[config.mk]
export PLATFORM = sky130hd
export DESIGN_NAME = controle_registradores
export DESIGN_NICKNAME = d
export VERILOG_FILES = /design/src/rtl/controle_registradores.sv
export SDC_FILE = /design/constraint.sdc
export NUM_CORES = 1
export LEC_CHECK = 0
export BUFFER_PORTS_ARGS = -buffer_cell sky130_fd_sc_hd__buf_4
export CORE_AREA = 2 2 39 41
export CTS_CLUSTER_SIZE = 16
export DETAILED_ROUTE_END_ITERATION = 10
export DIE_AREA = 0 0 41 43
export HOLD_SLACK_MARGIN = 0.1
export PLACE_DENSITY_LB_ADDON = 0.05
export SYNTH_ARGS = -nofsm -noshare
export SYNTH_HDL_FRONTEND = slang
export SYNTH_SLANG_ARGS = --single-unit
[constraint.sdc]
create_clock -name clock -period 1.8 [get_ports clock]
set_input_delay 0.18 -clock clock [delete_from_list [all_inputs] [get_ports clock]]
set_output_delay 0.18 -clock clock [all_outputs]
set_load 0.005 [all_outputs]
[src/rtl/controle_registradores.sv]
// ============================================================================
// Module   : controle_registradores
// Purpose  : Command sequencer for the Y/Z register datapath. Accepts a user
//            operation and shift count on a start/busy/done handshake and
//            issues the multi-cycle LOAD / SHIFT / RESET command sequence on
//            funcY and funcZ. It is the only source of those commands.
// Ports    : clock  - system clock, rising edge
//            reset  - asynchronous, active-high reset
//            start  - request, accepted only while idle
//            op     - operation code (3 bits), latched on acceptance
//            shamt  - shift count (SHAMT_W bits), latched on acceptance
//            funcY  - command to register Y
//            funcZ  - command to register Z
//            busy   - high while an operation is in progress (FIN included)
//            done   - one-cycle completion pulse
// Revision : 1.0 - initial release
// ============================================================================
`default_nettype none

module controle_registradores #(
  parameter int         SHAMT_W = 2,
  parameter logic [2:0] HOLD    = 3'b000,
  parameter logic [2:0] LOAD    = 3'b001,
  parameter logic [2:0] SHIFTR  = 3'b010,
  parameter logic [2:0] SHIFTL  = 3'b011,
  parameter logic [2:0] RESET   = 3'b100
) (
  input  logic               clock,
  input  logic               reset,
  input  logic               start,
  input  logic [2:0]         op,
  input  logic [SHAMT_W-1:0] shamt,
  output logic [2:0]         funcY,
  output logic [2:0]         funcZ,
  output logic               busy,
  output logic               done
);

  // User operation codes
  localparam logic [2:0] OP_NOP       = 3'b000;
  localparam logic [2:0] OP_LOADY     = 3'b001;
  localparam logic [2:0] OP_LOADZ     = 3'b010;
  localparam logic [2:0] OP_SHR_Z     = 3'b011;
  localparam logic [2:0] OP_SHL_Z     = 3'b100;
  localparam logic [2:0] OP_LOADZ_SHR = 3'b101;
  localparam logic [2:0] OP_CLEAR     = 3'b110;

  typedef enum logic [2:0] {
    S_IDLE  = 3'd0,
    S_LDY   = 3'd1,
    S_LDZ   = 3'd2,
    S_SHIFT = 3'd3,
    S_CLR   = 3'd4,
    S_FIN   = 3'd5
  } state_t;

  state_t             state_q, state_d;
  logic [2:0]         op_q, op_d;
  // The latched shift count lives directly in the down-counter: it is loaded
  // with shamt on acceptance and only consumed by the SHIFT state.
  logic [SHAMT_W-1:0] cnt_q, cnt_d;

  // --------------------------------------------------------------------------
  // State register
  // --------------------------------------------------------------------------
  always_ff @(posedge clock or posedge reset) begin
    if (reset) begin
      state_q <= S_IDLE;
      op_q    <= 3'b000;
      cnt_q   <= '0;
    end else begin
      state_q <= state_d;
      op_q    <= op_d;
      cnt_q   <= cnt_d;
    end
  end

  // --------------------------------------------------------------------------
  // Next-state logic
  // --------------------------------------------------------------------------
  always_comb begin
    state_d = state_q;
    op_d    = op_q;
    cnt_d   = cnt_q;

    unique case (state_q)
      S_IDLE: begin
        if (start) begin
          op_d  = op;
          cnt_d = shamt;
          unique case (op)
            OP_LOADY:     state_d = S_LDY;
            OP_LOADZ:     state_d = S_LDZ;
            OP_LOADZ_SHR: state_d = S_LDZ;
            OP_CLEAR:     state_d = S_CLR;
            // A zero shift count skips SHIFT entirely so that exactly
            // shamt shift commands are issued.
            OP_SHR_Z,
            OP_SHL_Z:     state_d = (shamt != '0) ? S_SHIFT : S_FIN;
            default:      state_d = S_FIN;  // NOP and reserved code 111
          endcase
        end
      end

      S_LDY: state_d = S_FIN;

      S_LDZ: begin
        if (op_q == OP_LOADZ_SHR && cnt_q != '0) state_d = S_SHIFT;
        else                                     state_d = S_FIN;
      end

      S_SHIFT: begin
        cnt_d = cnt_q - SHAMT_W'(1);
        if (cnt_q == SHAMT_W'(1)) state_d = S_FIN;
      end

      S_CLR: state_d = S_FIN;

      S_FIN: state_d = S_IDLE;

      default: state_d = S_IDLE;
    endcase
  end

  // --------------------------------------------------------------------------
  // Moore outputs decoded from the registered state
  // --------------------------------------------------------------------------
  always_comb begin
    funcY = HOLD;
    funcZ = HOLD;
    busy  = 1'b1;
    done  = 1'b0;

    unique case (state_q)
      S_IDLE:  busy  = 1'b0;
      S_LDY:   funcY = LOAD;
      S_LDZ:   funcZ = LOAD;
      // Only SHL_Z shifts left; SHR_Z and LOADZ_SHR both shift right.
      S_SHIFT: funcZ = (op_q == OP_SHL_Z) ? SHIFTL : SHIFTR;
      S_CLR: begin
        funcY = RESET;
        funcZ = RESET;
      end
      S_FIN:   done  = 1'b1;
      default: busy  = 1'b0;
    endcase
  end

endmodule

`default_nettype wire

After elaboration in Yosys (flattened, before gate mapping)
Cells that the tools add are included.

Flip-flop bits (word level): 8. Input bits: 8. Output and inout port bits: 8. Logic and storage cells: 45.

Add/sub/neg operators: 1. Equal/unequal tests: 16. Multiplexer cells: 13. Reductions and logical operators: 12.

Operators by type and width (number): $pmux 3 s4 (2); $eq 3x3->1 const B (7); $eq 3x2->1 const B (4); $mux 3 (4); $pmux 3 s3 (1); $eq 3x1->1 const B (2); $pmux 3 s2 (1); $reduce_and 2->1 (3); $reduce_bool 2->1 (3); $reduce_or 2->1 (3); $reduce_or 5->1 (1); $ne 2x2->1 const B (2); $pmux 2 s2 (1); $logic_not 3->1 (1); $mux 1 (3); $eq 2x1->1 const B (1); $mux 2 (1); $sub 2x1->2 const B (1); $logic_and 1x1->1 (1).

Longest topological paths before layout
Gate-level depths: netlist of run 1.

Depth in word-level cells: 5. Gate-level depth with buffers: 5. Mapped depth without buffers: 5.

Worst setup path before layout of run 1
Ideal clock, no wire load.

Path kind: register to register. Start point: register state_q[2]. End point: register op_q[0]. Library setup time: 0.125 ns. Data arrival time: 1.318 ns. Required time: 1.675 ns. Setup slack: 0.357 ns. Stages on the path, launching flop included: 4. Buffers on the path: 1. Period minus slack after synthesis: 1.443 ns. Cells stage by stage: dfrtp_1 -> or4b_1 -> buf_6 -> mux2_4.

Word-level cells in the longest chain between the ends: 2.

RTL lines: start: declaration (line 57) `state_t state_q, state_d;`; start signal: assignment (line 72) `state_q <= state_d;`; $logic_not 3->1 (line 86) `unique case (state_q)`; $reduce_and 2->1 (no line); end signal: assignment (line 73) `op_q <= op_d;`; end: declaration (line 58) `logic [2:0] op_q, op_d;`.

Every way passes these cells. A chain may end at the register's enable or synchronous reset.

Final worst setup path of run 1
Start point: register state_q[0]. End point: output busy.

Word-level cells in the longest chain between the ends: 3. Elaborated cells on any way between the ends: 7. Classes of those cells: 5 x eq/ne; 1 x mux; 1 x reduce/logical.

RTL lines: $eq 3x2->1, or another cell as far along (line 134) `unique case (state_q)`; $reduce_or 5->1 (no line) (*); $mux 1 (*) (line 134); end: declaration (line 35) `output logic busy,`.

Every way passes the cells marked *; elsewhere a longest branch is shown, timed or not.

==> results_tabular.tex, run 1 <==
\begin{tabular}{lr}
\hline
Metric & Value \\
\hline
\multicolumn{2}{l}{\textbf{Timing}} \\
\quad Final setup vio count & 0 \\
\quad Unrepaired setup endpoints after global routing & no \\
\quad Setup tns final & 0 ns \\
\quad Clock period minus final worst setup slack & 1.62 ns \\
\quad Highest clock frequency the design can meet & 618 MHz \\
\quad Final number of hold-violating endpoints & 0 \\
\quad Worst clock skew & 0.00591 ns \\
\quad Number of pins exceeding their max-slew limit in the final report & 0 \\
\quad Final worst-path setup slack & 0.183 ns \\
\quad Final worst path period share & 89.8\% \\
\multicolumn{2}{l}{\textbf{Worst setup path}} \\
\quad Worst EP arrival & 1.44 ns \\
\quad Required @ worst endpoint & 1.62 ns \\
\quad Largest fanout on the critical path & 8 \\
\quad Crit path launch type & flip-flop \\
\quad Crit Path Category & reg2out \\
\quad Element type at the critical path end & primary output \\
\multicolumn{2}{l}{\textbf{Power and ir drop}} \\
\quad Power density over the cells & 1430 nW/um2 \\
\quad Proportion of power drawn by the clock network & 12.4\% \\
\quad Leakage power & 0.367 nW \\
\quad Switching share of total power & 36.2\% \\
\quad Max VDD drop & 646 uV \\
\quad Total power draw & 1.08 mW \\
\quad Proportion of power drawn by combinational gates & 56.6\% \\
\quad Switching Power & 0.391 mW \\
\quad Internal power consumption & 0.689 mW \\
\quad Share of power burned in registers & 31.0\% \\
\multicolumn{2}{l}{\textbf{Floorplan}} \\
\quad Die Width & 41 um \\
\quad Overall die height & 43 um \\
\quad Initial core utilization & 43.5\% \\
\quad Die Area & 1760 um2 \\
\quad I/O pin cnt & 16 \\
\quad Standard-cell rows & 14 \\
\quad Core outline area & 1380 um2 \\
\multicolumn{2}{l}{\textbf{Logic synthesis}} \\
\quad Number of flip-flops and latches in the synthesized netlist & 8 \\
\quad Synth top area share & 33.3\% \\
\quad Mapped Cells & 63 \\
\quad Cell area after technology mapping & 602 um2 \\
\quad Top post-synthesis cells by area & dfrtp\_1 (33\%), mux2\_4 (7.5\%), nor3b\_1 (5.0\%), ha\_1 (4.2\%), nand3b\_1 (3.7\%) \\
\quad Largest family of logic cells by synthesized area & simple AND/OR/NAND/NOR gates \\
\quad Number of different library cells in the post-synthesis netlist & 32 \\
\quad Register area share after synthesis & 33.3\% \\
\quad Post-synthesis mux area share & 10.8\% \\
\quad Most area-hungry cell type in the Yosys netlist & dfrtp\_1 \\
\quad Area share of and/or/nand/nor cells after synthesis & 27.2\% \\
\quad Syn\_nets & 73 \\
\quad Adder-Cell Fraction of Synth Area & 4.16\% \\
\quad Yosys Warn Count & 0 \\
\quad Avg Inst Size Synth & 9.55 um2 \\
\quad Fraction of the mapped netlist area in compound gates & 12.7\% \\
\quad Xor/xnor share of the synthesized area & 2.91\% \\
\multicolumn{2}{l}{\textbf{Global route}} \\
\quad Vias in the first global route & 470 \\
\quad Largest net degree at the start of global routing & 13 \\
\quad Overall Global Routing Usage & 18.0\% \\
\quad Remaining Overflow, GRT & 0 \\
\quad Initial antenna violation count & 0 \\
\quad Wire length of the first global-routing pass & 2160 um \\
\multicolumn{2}{l}{\textbf{Job}} \\
\quad Max Cap Violations & 0 \\
\multicolumn{2}{l}{\textbf{Routing}} \\
\quad Detail-routed via count per cell & 5.51 \\
\quad DRC marker count from the first detailed-route iteration & 6 \\
\quad Drt total wl & 1330 um \\
\quad Final routed DRC violation total & 0 \\
\quad Number of nets with antenna violations after routing & 0 \\
\quad Detail-routed net length per standard cell & 14.0 um \\
\quad Via count & 523 \\
\quad Number of iterations in the first detailed-routing pass & 4 \\
\multicolumn{2}{l}{\textbf{Place}} \\
\quad Total of buffers placed on input and output ports & 14 \\
\quad Dpl ws & 0.244 ns \\
\quad Final HPWL from detailed placement & 1040 um \\
\quad Last weighted congestion value of the routability-driven placer & 0.760 \\
\quad Post-Place Cell Area & 722 um2 \\
\multicolumn{2}{l}{\textbf{Clocking}} \\
\quad H-Tree Depth & 1 \\
\quad Clock root cell & clkbuf\_4 \\
\quad CTS clock-pin slew for the worst setup and hold paths & 0.06 ns \\
\quad Total clock sinks & 8 \\
\quad Number of CTS-inserted buffers & 3 \\
\quad Clock tree from TritonCTS & done \\
\quad Worst-Skew Late Latency & 0.25 ns \\
\quad Number of buffers between clock root and the deepest sink & 2 \\
\multicolumn{2}{l}{\textbf{Layout}} \\
\quad Leading cell type in the layout, fill and taps excluded & buf\_4 \\
\quad Final core area utilization & 54.5\% \\
\quad Number of inserted diodes & 0 \\
\quad Post-layout net count & 91 \\
\quad Leading cell types in the layout, fill and taps excluded & buf\_4 (18), dfrtp\_1 (8), nor3\_1 (4), nor3b\_1 (4), inv\_1 (4) \\
\quad Final design area excluding fillers & 754 um2 \\
\quad Area Overhead vs Synth & 25.4\% \\
\quad Layout fillers & 141 \\
\quad Fraction of final layout cells with drive strength greater than 1 & 30.4\% \\
\multicolumn{2}{l}{\textbf{Hold path}} \\
\quad Type of the tightest min-delay check & in2reg \\
\multicolumn{2}{l}{\textbf{Status}} \\
\quad Result of the run & complete, no violations \\
\hline
\end{tabular}
[layout make-up]
| class | instances | area, um2 | share of cell area, % |
|---|---|---|---|
| inverters | 4 | 15.0 | 1.99 |
| multi-input cells | 45 | 352 | 46.6 |
| flip-flops and latches | 8 | 200 | 26.5 |
| well taps | 16 | 20.0 | 2.65 |
| repair buffers | 19 | 145 | 19.2 |
| clock buffers | 3 | 22.5 | 2.99 |
[metal layers]
metal / up-vias / track usage [%] / routed length, um / share of wire (%)
met3: 0 / 3.14 / 62 / 4.7
met1: 247 / 23.6 / 597 / 45
met4: 0 / 6.00 / 0 / 0
met2: 16 / 28.4 / 667 / 50
met5: - / 0 / 0 / 0
li1: 260 / - / - / -
[kinds of logic (layout without fill, tap and decap cells)]
kind of cell,count (synthesis),in the layout
mux,5,5
xor+xnor,2,2
fa+ha+maj,2,2
simple gates,24,24
flops,8,8
other cells,1,1
compound gates,11,11
buf+inv,10,26
[synth_stat cells (all sizes together)]
cell and number:
clkbuf 3, dfrtp 8, o31ai 1, nor4b 1, or4bb 2, a2bb2oi 1
a211oi 1, nor3b 4, nand2b 2, inv 4, nand2 1, o211ai 2
nand3 3, a21boi 1, a21oi 1, nor3 4, xnor2 1, o21ai 3
mux2 3, buf 3, mux2i 2, conb 1, o311a 1, or3 1
and3b 1, nor2 1, or4b 1, nand3b 3, ha 2, xor2 1
[through the flow]
step / std cells / hold WS [ns]
floorplan: 63 / -0.00434
detailed placement: 91 / 0.167
global route: 95 / 0.216
global placement: 91 / 0.159
finish: 95 / 0.217
CTS: 95 / 0.220
[path summary, 6_finish.rpt]
check / startpoint / endpoint / cells after the start / slack, ns
min in group asynchronous: reset / state_q[2]$_DFFE_PP0P_ / 3 / 0.45
min: start / state_q[0]$_DFFE_PP0P_ / 3 / 0.22
max: state_q[0]$_DFFE_PP0P_ / busy / 5 / 0.18
max reg2reg: state_q[0]$_DFFE_PP0P_ / state_q[1]$_DFFE_PP0P_ / 4 / 0.21
min reg2reg: op_q[1]$_DFFE_PP0P_ / op_q[1]$_DFFE_PP0P_ / 1 / 0.51
max in group asynchronous: reset / op_q[1]$_DFFE_PP0P_ / 3 / 1.09
[worst max-delay path, stage by stage (launching register included)]
cell     delay, ns
dfrtp_1       0.43
buf_4         0.18
nor3_1        0.23
buf_4         0.18
a21oi_1       0.04
buf_4         0.13
[timing repair]
action                                 in CTS  in global routing
hold buffers                                1                  0
setup buffers                               0                  0
endpoints found under the hold margin       8                  0
gates resized for setup                     0                  0
[flip-flops by register name (all words and copies together) (netlist names)]
| name | cells |
|---|---|
| op_q | 3 |
| state_q | 3 |
| cnt_q | 2 |
[power groups by stage]
stage / sequential (mW) / clock (mW) / combinational (mW)
floorplan: 0.314 / 0 / 0.405
global placement: 0.336 / 0 / 0.617
detailed placement: 0.336 / 0 / 0.619
CTS: 0.334 / 0.140 / 0.623
global route: 0.346 / 0.156 / 0.682
finish: 0.334 / 0.134 / 0.612
No activity file was read; power rests on OpenSTA's default activity.
==> inputs of run 2 (changes only) <==
--- a/config.mk
+++ b/config.mk
@@ -12,6 +12,7 @@
 export DIE_AREA = 0 0 41 43
 export HOLD_SLACK_MARGIN = 0.1
 export PLACE_DENSITY_LB_ADDON = 0.05
+export SETUP_SLACK_MARGIN = 0.4
 export SYNTH_ARGS = -nofsm -noshare
 export SYNTH_HDL_FRONTEND = slang
 export SYNTH_SLANG_ARGS = --single-unit
==> run 2 against run 1 <==
  * Final area up 18%
  * Clock power up 8%
  * Non-clock buffer count up 8
  * Final cell count up 8.4%
  * Fmax up 8.5%
  * Wire length up 18%
  * First-iteration DRC count up 50%
  * Critical path type unchanged
  * Flip-flop and latch count unchanged
  * Die area unchanged
  * Clock-buffer cell count unchanged
==> results_tabular.tex, run 2 (synthesized netlist as in run 1, its figures left out) <==
\begin{tabular}{lr}
\hline
Metric & Value \\
\hline
\multicolumn{2}{l}{\textbf{Clocking}} \\
\quad Number of buffers between clock root and the deepest sink & 2 (unchanged) \\
\quad Clock root cell & clkbuf\_4 \\
\quad Number of CTS-inserted buffers & 3 (unchanged) \\
\quad Total clock sinks & 8 (unchanged) \\
\quad Clock tree from TritonCTS & done \\
\quad CTS clock-pin slew for the worst setup and hold paths & 0.06 ns (about the same) \\
\quad H-Tree Depth & 1 (unchanged) \\
\quad Worst-Skew Late Latency & 0.25 ns (about the same) \\
\multicolumn{2}{l}{\textbf{Layout}} \\
\quad Non-Filler Instances & 103 (+8.4\%) \\
\quad Final design area excluding fillers & 892 um2 (+18\%) \\
\quad Biggest registers after layout & op\_q x3, state\_q x3, cnt\_q x2 \\
\quad Area Overhead vs Synth & 48.2\% \\
\quad Post-layout net count & 99 (+8.8\%) \\
\quad Number of inserted diodes & 0 (unchanged) \\
\quad Leading cell type in the layout, fill and taps excluded & buf\_4 \\
\quad Fraction of final layout cells with drive strength greater than 1 & 49.4\% (+19 points) \\
\quad Leading cell types in the layout, fill and taps excluded & buf\_4 (21), dfrtp\_1 (8), buf\_6 (5) \\
\multicolumn{2}{l}{\textbf{Power and ir drop}} \\
\quad Leakage power & 0.427 nW (+16\%) \\
\quad Max VDD drop & 711 uV (+10\%) \\
\quad Power density over the cells & 1530 nW/um2 (+6.8\%) \\
\multicolumn{2}{l}{\textbf{Worst setup path}} \\
\quad Crit-path cells & buf\_6 > nor3\_4 > buf\_6 > a21oi\_2 > buf\_4 \\
\quad Worst EP arrival & 1.31 ns (-0.13 ns) \\
\quad Terminus of the critical flop-to-flop path & state\_q[1]\$\_DFFE\_PP0P\_ \\
\quad Crit Path Category & reg2out \\
\quad Required @ worst endpoint & 1.62 ns (about the same) \\
\quad Critical path capture point & busy \\
\quad Largest incremental delay on the critical path & 0.41 ns (-0.02 ns) \\
\quad Reg-to-reg critical path startpoint & cnt\_q[0]\$\_DFFE\_PP0P\_ \\
\quad Most used cell, CP & buf\_6 \\
\quad Crit path launch type & flip-flop \\
\quad Critical path's slowest cell & dfrtp\_1 \\
\quad Largest fanout on the critical path & 11 (+3) \\
\quad Worst Reg2Reg Path Length in Cells & 4 (unchanged) \\
\quad Source of the critical timing path & state\_q[2]\$\_DFFE\_PP0P\_ \\
\quad Register-to-register path setup slack & 0.34 ns (+0.13 ns) \\
\quad Element type at the critical path end & primary output \\
\multicolumn{2}{l}{\textbf{Timing}} \\
\quad Final worst path period share & 82.8\% (-7.0 points) \\
\quad Final setup vio count & 0 (unchanged) \\
\quad Setup tns final & 0 ns (unchanged) \\
\quad Highest clock frequency the design can meet & 671 MHz (+8.5\%) \\
\quad Clock period minus final worst setup slack & 1.49 ns (-0.127 ns) \\
\quad Worst clock skew & 0.000786 ns (-0.00512 ns) \\
\quad Number of pins exceeding their max-slew limit in the final report & 0 (unchanged) \\
\quad Final worst-path setup slack & 0.310 ns (+0.127 ns) \\
\quad Unrepaired setup endpoints after global routing & yes \\
\quad Final number of hold-violating endpoints & 0 (unchanged) \\
\multicolumn{2}{l}{\textbf{Global route}} \\
\quad Overall Global Routing Usage & 20.1\% (+2.2 points) \\
\quad Largest net degree at the start of global routing & 12 (-1) \\
\quad Vias in the first global route & 519 (+10\%) \\
\quad Initial antenna violation count & 0 (unchanged) \\
\quad Remaining Overflow, GRT & 0 (unchanged) \\
\quad Wire length of the first global-routing pass & 2340 um (+8.3\%) \\
\multicolumn{2}{l}{\textbf{Routing}} \\
\quad Topmost layer with routed signal wires & met4 \\
\quad Metal1 wirelength & 664 um (+11\%) \\
\quad DRC marker count from the first detailed-route iteration & 9 (+3) \\
\quad Via count & 564 (+7.8\%) \\
\quad Number of iterations in the first detailed-routing pass & 4 (unchanged) \\
\quad Detail-routed via count per cell & 5.48 (-0.54\%) \\
\quad Drt total wl & 1570 um (+18\%) \\
\quad Number of nets with antenna violations after routing & 0 (unchanged) \\
\quad Final routed DRC violation total & 0 (unchanged) \\
\quad Routed wl met3 & 63 um (+1.6\%) \\
\quad Detail-routed net length per standard cell & 15.2 um (+8.7\%) \\
\quad Detailed route wirelength on metal2 & 821 um (+23\%) \\
\multicolumn{2}{l}{\textbf{Place}} \\
\quad Last weighted congestion value of the routability-driven placer & 0.763 (+0.30\%) \\
\quad Post-Place Cell Area & 722 um2 (unchanged) \\
\quad Final HPWL from detailed placement & 1080 um (+4.0\%) \\
\quad Dpl ws & 0.296 ns (+0.0526 ns) \\
\quad Placed cell count & 91 (unchanged) \\
\quad Total of buffers placed on input and output ports & 14 (unchanged) \\
\multicolumn{2}{l}{\textbf{Job}} \\
\quad Max Cap Violations & 0 (unchanged) \\
\multicolumn{2}{l}{\textbf{Floorplan}} \\
\quad Overall die height & 43 um (unchanged) \\
\quad Die Width & 41 um (unchanged) \\
\quad Core outline area & 1380 um2 (unchanged) \\
\quad I/O pin cnt & 16 (unchanged) \\
\quad Standard-cell rows & 14 (unchanged) \\
\quad Die Area & 1760 um2 (unchanged) \\
\quad Initial core utilization & 43.5\% (unchanged) \\
\multicolumn{2}{l}{\textbf{Hold path}} \\
\quad Type of the tightest min-delay check & in2reg \\
\multicolumn{2}{l}{\textbf{Status}} \\
\quad Result of the run & complete, no violations \\
\hline
\end{tabular}
==> run 2: area by class of cell <==
cell class	instances	area, um2
Timing Repair Buffer	27	224
Tap cell	16	20.0
Sequential cell	8	200
Fill cell	117	492
Clock buffer	3	22.5
Multi-Input combinational cell	45	410
Inverter	4	15.0
==> run 2: stage by stage <==
stage                     total power [mW]  utilization, %  hold slack (ns)
final                                 1.36            64.5            0.218
after global routing                  1.46            64.5            0.216
after CTS                             1.25            60.3            0.211
after detailed placement             0.956            52.2            0.171
after global placement               0.951            52.2            0.167
after floorplan                      0.719               -         -0.00434
==> run 2: power breakdown <==
| group | internal [mW] | switching, mW | total, mW |
|---|---|---|---|
| clock network | 0.0768 | 0.0679 | 0.145 |
| registers | 0.269 | 0.0816 | 0.350 |
| logic | 0.510 | 0.360 | 0.870 |
| total | 0.855 | 0.509 | 1.36 |
==> run 2: worst min path at each step <==
stage | start | to | slack, ns | cells past startpoint
6_report | op[1] | op_q[1]$_DFFE_PP0P_ | 0.22 | 2
5_1_grt | op[0] | op_q[0]$_DFFE_PP0P_ | 0.22 | 2
4_1_cts | op[1] | op_q[1]$_DFFE_PP0P_ | 0.21 | 2
3_5_place_dp | reset | state_q[1]$_DFFE_PP0P_ | 0.17 | 2
3_3_place_gp | reset | cnt_q[1]$_DFFE_PP0P_ | 0.17 | 2
2_1_floorplan | reset | cnt_q[0]$_DFFE_PP0P_ | -0.004 | 1
==> run 2: layer usage <==
layer	track usage (%)	up-vias
met5	0	-
li1	-	275
met1	24.7	273
met2	31.3	14
met3	3.14	2
met4	12.0	0
==> run 2: repair_timing <==
item / CTS / global route
gates resized for setup: 9 / 10
pin swaps: 3 / 6
setup endpoints to repair: 10 / 14
endpoints found under the hold margin: 8 / 0
hold buffers: 1 / 0
setup buffers: 5 / 3
==> run 2: critical path, delay by kind of cell (launching register included) <==
family / cells / cell delay [ns]
AOI/OAI and AO/OA: 1 / 0.03
DFF: 1 / 0.41
and+or+nand+nor: 1 / 0.21
buffers and inverters: 3 / 0.40
